==> config.mk <==
export PLATFORM = sky130hd
export DESIGN_NAME = vram_arbiter
export DESIGN_NICKNAME = d
export VERILOG_FILES = /design/src/rtl/vram_arbiter.sv
export SDC_FILE = /design/constraint.sdc
export NUM_CORES = 1
export LEC_CHECK = 0
export BUFFER_PORTS_ARGS = -buffer_cell sky130_fd_sc_hd__buf_2
export CORE_ASPECT_RATIO = 0.8
export CORE_UTILIZATION = 49
export CTS_CLUSTER_SIZE = 40
export DETAILED_ROUTE_END_ITERATION = 8
export GPL_ROUTABILITY_DRIVEN = 0
export PLACE_DENSITY = 0.85
export SETUP_SLACK_MARGIN = 0.15
export SYNTH_ARGS = -nofsm -noshare
export SYNTH_HDL_FRONTEND = slang
export SYNTH_SLANG_ARGS = --single-unit
==> constraint.sdc <==
create_clock -name clk -period 3.5 [get_ports clk]
set_clock_uncertainty 0.05 [all_clocks]
set_input_delay 0.7 -clock clk [delete_from_list [all_inputs] [get_ports clk]]
set_output_delay 0.7 -clock clk [all_outputs]
set_load 0.05 [all_outputs]
==> src/rtl/vram_arbiter.sv <==
// vram_arbiter: shares one single-port synchronous VRAM (1-cycle registered
// read) between the VGA glyph fetch path and the CPU load/store port.
//
// VGA fetches win by default; a one-entry hold buffer keeps a VGA request that
// lost its cycle. A starvation counter forces a CPU slot once the CPU has been
// eligible but refused STARVE_LIMIT times in a row.
//
// Ports:
//   clk, clear          system clock (posedge), asynchronous active-low reset
//   vga_req/vga_addr    single-cycle fetch request and its word address
//   vga_data/vga_valid  fetched word, valid during the one-cycle pulse
//   vga_overrun         sticky flag: a VGA request was dropped
//   cpu_req/we/addr/wdata  level request, held stable until cpu_ack
//   cpu_rdata/cpu_ack   read data and one-cycle completion pulse
//   mem_addr/we/wdata   VRAM drive, combinational from the current grant
//   mem_rdata           VRAM read data, valid the cycle after the address

module vram_arbiter #(
    parameter int unsigned ADDR_W       = 16,
    parameter int unsigned DATA_W       = 16,
    parameter int unsigned STARVE_LIMIT = 8
) (
    input  logic              clk,
    input  logic              clear,
    input  logic              vga_req,
    input  logic [ADDR_W-1:0] vga_addr,
    output logic [DATA_W-1:0] vga_data,
    output logic              vga_valid,
    output logic              vga_overrun,
    input  logic              cpu_req,
    input  logic              cpu_we,
    input  logic [ADDR_W-1:0] cpu_addr,
    input  logic [DATA_W-1:0] cpu_wdata,
    output logic [DATA_W-1:0] cpu_rdata,
    output logic              cpu_ack,
    output logic [ADDR_W-1:0] mem_addr,
    output logic              mem_we,
    output logic [DATA_W-1:0] mem_wdata,
    input  logic [DATA_W-1:0] mem_rdata
);

    if (STARVE_LIMIT < 1 || STARVE_LIMIT > 255) begin : g_bad_limit
        $error("vram_arbiter: STARVE_LIMIT must be in 1..255");
    end

    localparam logic [7:0] StarveMax = 8'(STARVE_LIMIT);

    typedef enum logic {
        CIdle,
        CWait
    } cpu_state_t;

    typedef enum logic [1:0] {
        GntNone,
        GntVgaNew,
        GntVgaHold,
        GntCpu
    } grant_t;

    // State
    cpu_state_t        cpu_state_q, cpu_state_d;
    logic              hold_valid_q, hold_valid_d;
    logic [ADDR_W-1:0] hold_addr_q, hold_addr_d;
    logic [7:0]        starve_cnt_q, starve_cnt_d;
    logic [ADDR_W-1:0] last_addr_q, last_addr_d;
    logic              rd_vga_q, rd_vga_d;
    logic              rd_cpu_q, rd_cpu_d;
    logic [DATA_W-1:0] vga_data_q, vga_data_d;
    logic              vga_valid_q, vga_valid_d;
    logic              overrun_q, overrun_d;
    logic [DATA_W-1:0] cpu_rdata_q, cpu_rdata_d;
    logic              cpu_ack_q, cpu_ack_d;

    // Per-cycle decode
    logic              cpu_eligible;
    logic              starved;
    grant_t            grant;
    logic [ADDR_W-1:0] addr_sel;

    assign cpu_eligible = (cpu_state_q == CIdle) && cpu_req;
    assign starved      = (starve_cnt_q == StarveMax);

    // Priority: forced CPU slot, held VGA, fresh VGA, opportunistic CPU.
    always_comb begin
        grant = GntNone;
        if (cpu_eligible && starved) begin
            grant = GntCpu;
        end else if (hold_valid_q) begin
            grant = GntVgaHold;
        end else if (vga_req) begin
            grant = GntVgaNew;
        end else if (cpu_eligible) begin
            grant = GntCpu;
        end
    end

    always_comb begin
        addr_sel = last_addr_q;
        unique case (grant)
            GntCpu:     addr_sel = cpu_addr;
            GntVgaHold: addr_sel = hold_addr_q;
            GntVgaNew:  addr_sel = vga_addr;
            default:    addr_sel = last_addr_q;
        endcase
    end

    // The memory port must be quiet while reset is asserted, even though the
    // grant decode is purely combinational from the inputs.
    assign mem_addr  = clear ? addr_sel : '0;
    assign mem_we    = clear && (grant == GntCpu) && cpu_we;
    assign mem_wdata = cpu_wdata;

    always_comb begin
        hold_valid_d = hold_valid_q;
        hold_addr_d  = hold_addr_q;
        overrun_d    = overrun_q;
        starve_cnt_d = starve_cnt_q;
        cpu_state_d  = cpu_state_q;
        last_addr_d  = addr_sel;
        rd_vga_d     = (grant == GntVgaNew) || (grant == GntVgaHold);
        rd_cpu_d     = (grant == GntCpu) && !cpu_we;
        vga_valid_d  = rd_vga_q;
        vga_data_d   = rd_vga_q ? mem_rdata : vga_data_q;
        cpu_ack_d    = rd_cpu_q || ((grant == GntCpu) && cpu_we);
        cpu_rdata_d  = rd_cpu_q ? mem_rdata : cpu_rdata_q;

        // Hold buffer: a losing vga_req always lands here; if it was already
        // occupied the older entry is lost and the overrun flag latches.
        if (grant == GntCpu && vga_req) begin
            hold_valid_d = 1'b1;
            hold_addr_d  = vga_addr;
            if (hold_valid_q) begin
                overrun_d = 1'b1;
            end
        end else if (grant == GntVgaHold) begin
            hold_valid_d = vga_req;
            if (vga_req) begin
                hold_addr_d = vga_addr;
            end
        end

        if (grant == GntCpu) begin
            starve_cnt_d = '0;
        end else if (cpu_state_q == CIdle && !cpu_req) begin
            starve_cnt_d = '0;
        end else if (cpu_eligible && !starved) begin
            starve_cnt_d = starve_cnt_q + 8'd1;
        end

        // Leaving CWait on the registered ack gives the one-cycle bubble.
        unique case (cpu_state_q)
            CIdle:   if (grant == GntCpu) cpu_state_d = CWait;
            CWait:   if (cpu_ack_q) cpu_state_d = CIdle;
            default: cpu_state_d = CIdle;
        endcase
    end

    always_ff @(posedge clk or negedge clear) begin
        if (!clear) begin
            cpu_state_q  <= CIdle;
            hold_valid_q <= 1'b0;
            hold_addr_q  <= '0;
            starve_cnt_q <= '0;
            last_addr_q  <= '0;
            rd_vga_q     <= 1'b0;
            rd_cpu_q     <= 1'b0;
            vga_data_q   <= '0;
            vga_valid_q  <= 1'b0;
            overrun_q    <= 1'b0;
            cpu_rdata_q  <= '0;
            cpu_ack_q    <= 1'b0;
        end else begin
            cpu_state_q  <= cpu_state_d;
            hold_valid_q <= hold_valid_d;
            hold_addr_q  <= hold_addr_d;
            starve_cnt_q <= starve_cnt_d;
            last_addr_q  <= last_addr_d;
            rd_vga_q     <= rd_vga_d;
            rd_cpu_q     <= rd_cpu_d;
            vga_data_q   <= vga_data_d;
            vga_valid_q  <= vga_valid_d;
            overrun_q    <= overrun_d;
            cpu_rdata_q  <= cpu_rdata_d;
            cpu_ack_q    <= cpu_ack_d;
        end
    end

    assign vga_data    = vga_data_q;
    assign vga_valid   = vga_valid_q;
    assign vga_overrun = overrun_q;
    assign cpu_rdata   = cpu_rdata_q;
    assign cpu_ack     = cpu_ack_q;

endmodule

==> impl_metrics.ini <==
[worst_setup_path]
reg2reg_setup_slack_ns = -0.23
path_delay_family = simple AND/OR/NAND/NOR gates
required_ns = 2.75
path_cells = or4_4, or2_4, o22a_1, ha_4, buf_8, a222oi_1, mux2i_1, and2_4, buf_6
worstPathArrival_ns = 3.08
worstRegToRegCells = 18
worst_setup_path_start_kind = register
worstSetupEndpointType = primary output
worstReg2RegEnd = last_addr_q[3]
crit_type = reg2out
crit_path_max_fanout = 5
r2r_start = starve_cnt_q[4]
slowest_delay_ns = 0.56
path_buf_inv = 2
crit_slowest_cell = or4_4

[route]
wl_met2_um = 4900
avgViaCountPerCell = 5.72
routed_wl_um = 9950
routed.top_layer = met4
wl_met3_um = 868
firstDrtPassIters = 9
wl_per_cell_um = 19.4
dr.first_iter.drc_count = 282
dr_total_vias = 2932
drtAntennaViolNets = 0
wl_met1_um = 3860
drc = 9

[clock_tree]
cts.sinks = 79
path_clk_slew_ns = 0.09
numCtsBuffers = 9
cts_buffer_depth = 2
tritoncts = yes
clk_latency_ns = 0.36
cts_hold_buffers = 0
htree_num_levels = 3
cts-root-buf = clkbuf_8

[sta]
fin_ws_ns = -0.333
hold_viol_final = 0
worst_pin_slew_ns = 0.742
fmax_mhz = 261
drv_slew = 0
period_needed_ns = 3.83
finalCritPeriodShare_pct = 110
rsz0062_at_grt = yes
fin_tns_setup_ns = -4.94
holdWs_ns = 0.273
setup_viol = 18
slew_headroom_pct = 50.4

[place]
place.port_buffers = 104
placed_cells = 454
place_hpwl_um = 5630
dpl_cell_area_um2 = 4180
preCtsSetupSlack_ns = -0.142

[floorplanning]
core_um2 = 7030
die_area_um2 = 7740
start_util_pct = 51.5
die_w_um = 98.1
num_rows = 27
die_y_um = 78.9
num_io_pins = 137

[run]
maxCapViolations = 0

[global_routing]
grt.overflow.total = 0
grt_antenna_before_repair = 0
first_global_vias = 3016
track_usage_pct = 25.2
grt_max_degree = 51
grt_pass1_wl_um = 15000

[pwr]
power_density_nw_per_um2 = 1190
p_leak_nw = 2.41
ir_drop_uv = 691
finalPower_mw = 5.93

[synthesis]
yosysMostFrequentCell = dfrtp_1
yosysSeqAreaShare_pct = 54.6
ys_ff_latch = 79
synthMuxAreaShare_pct = 19.6
yosys_most_used_dff = dfrtp_1
synth_nets = 358
yosys-top-cells-count = dfrtp_1, mux2_2, inv_1
synthAdderAreaFrac_pct = 2.07
mappedNetlistArea_um2 = 3620
synth_edf_count = 0
synth_compound_area_share_pct = 9.46
yosys.area.top_type = dfrtp_1
postSynthAreaPerCell_um2 = 12.8
synth.area.top_cells = dfrtp_1, mux2_2, mux2i_1
ys_warn_count = 0
synth_cell_type_count = 37
synthXorXnorAreaFrac_pct = 0
yosys.area_share.simple_pct = 7.01
synthCells = 283
yosys.area.top_type_share_pct = 54.6
synth_top_family_by_area = multiplexers
ys_async_sr_fraction_pct = 100

[cells_and_area]
syn_to_final_growth_pct = 38.1
fin_cells = 513
drive_above_1_share_pct = 57.5
final_core_util_pct = 71.2
diodes = 0
fin_nets = 496
final_cell_area_um2 = 5000

[outcome]
violations = design-rule violations, negative setup slack
outcome = finished with violations

[worst_hold_path]
hp-class = in2async
[flip-flops by register name, indices dropped and copies added (netlist names)]
signal,flops
hold_valid_q,1
vga_data,16
last_addr_q,16
cpu_rdata,16
rd_vga_q,1
cpu_ack,1
starve_cnt_q,8
rd_cpu_q,1
vga_overrun,1
cpu_state_q,1
hold_addr_q,16
vga_valid,1
[layout by cell type, fill, tap and decap left out, types with 3 or more instances in the layout]
| cell | netlist | final |
|---|---|---|
| a21oi_1 | 8 | 8 |
| a222oi_1 | 16 | 16 |
| and2_1 | 16 | 6 |
| and2_4 | 0 | 9 |
| buf_12 | 0 | 3 |
| buf_2 | 6 | 86 |
| buf_4 | 17 | 27 |
| buf_6 | 0 | 38 |
| clkbuf_8 | 0 | 10 |
| dfrtp_1 | 79 | 77 |
| ha_1 | 6 | 3 |
| inv_1 | 21 | 21 |
| inv_6 | 0 | 3 |
| mux2_2 | 48 | 48 |
| mux2i_1 | 17 | 17 |
| nand2_1 | 4 | 4 |
| nand3_1 | 3 | 3 |
| o21ai_0 | 5 | 4 |
[worst max-delay path by stage]
stage                          startpoint      endpoint  slack [ns]  depth (start not counted)
after floorplan           starve_cnt_q[4]  mem_addr[12]        0.13                          9
after global placement    starve_cnt_q[5]  mem_addr[10]       -0.01                          8
after detailed placement  starve_cnt_q[5]   mem_addr[1]       -0.14                          8
after CTS                 starve_cnt_q[5]   mem_addr[1]       -0.17                          9
after global routing      starve_cnt_q[4]   mem_addr[7]       -0.40                         10
final                     starve_cnt_q[4]   mem_addr[3]       -0.33                          9
[per-layer routing]
layer	track usage, %	vias up
li1	-	1281
met1	29.9	1441
met2	42.2	169
met3	9.86	41
met4	8.33	0
met5	0	-
[final cells by class]
cell class	instances	area [um^2]
clock buffer	10	138
multi-input combinational	153	1440
tap	87	109
timing repair buffer	157	1160
clock inverter	6	97.6
fill	488	2020
inverter	21	78.8
sequential	79	1980
[kinds of logic after synthesis]
family	Yosys count
AOI/OAI and AO/OA	43
DFF	79
buffers and inverters	51
muxes	65
and+or+nand+nor	39
adders and majority gates	6
[power breakdown]
group / internal [mW] / switching (mW) / total, mW
clock network: 0.434 / 0.371 / 0.805
logic: 1.57 / 1.95 / 3.53
registers: 1.33 / 0.270 / 1.60
[what timing repair did]
item,in CTS,in global routing
endpoints found under the setup margin,16,19
gates resized for setup,40,30
pin swaps,20,8
setup buffers,33,10
cloned,0,0
[worst reg2reg max path: cells and delay by family, from the launching register on]
kind,cells,cell delay (ns)
buffers and inverters,12,1.32
AND/OR/NAND/NOR,2,0.84
AO/OA/AOI/OAI,2,0.63
flip-flops,1,0.40
adder cells (fa/ha/maj),1,0.19
multiplexers,1,0.19
Power figures use the tool's default switching activity.
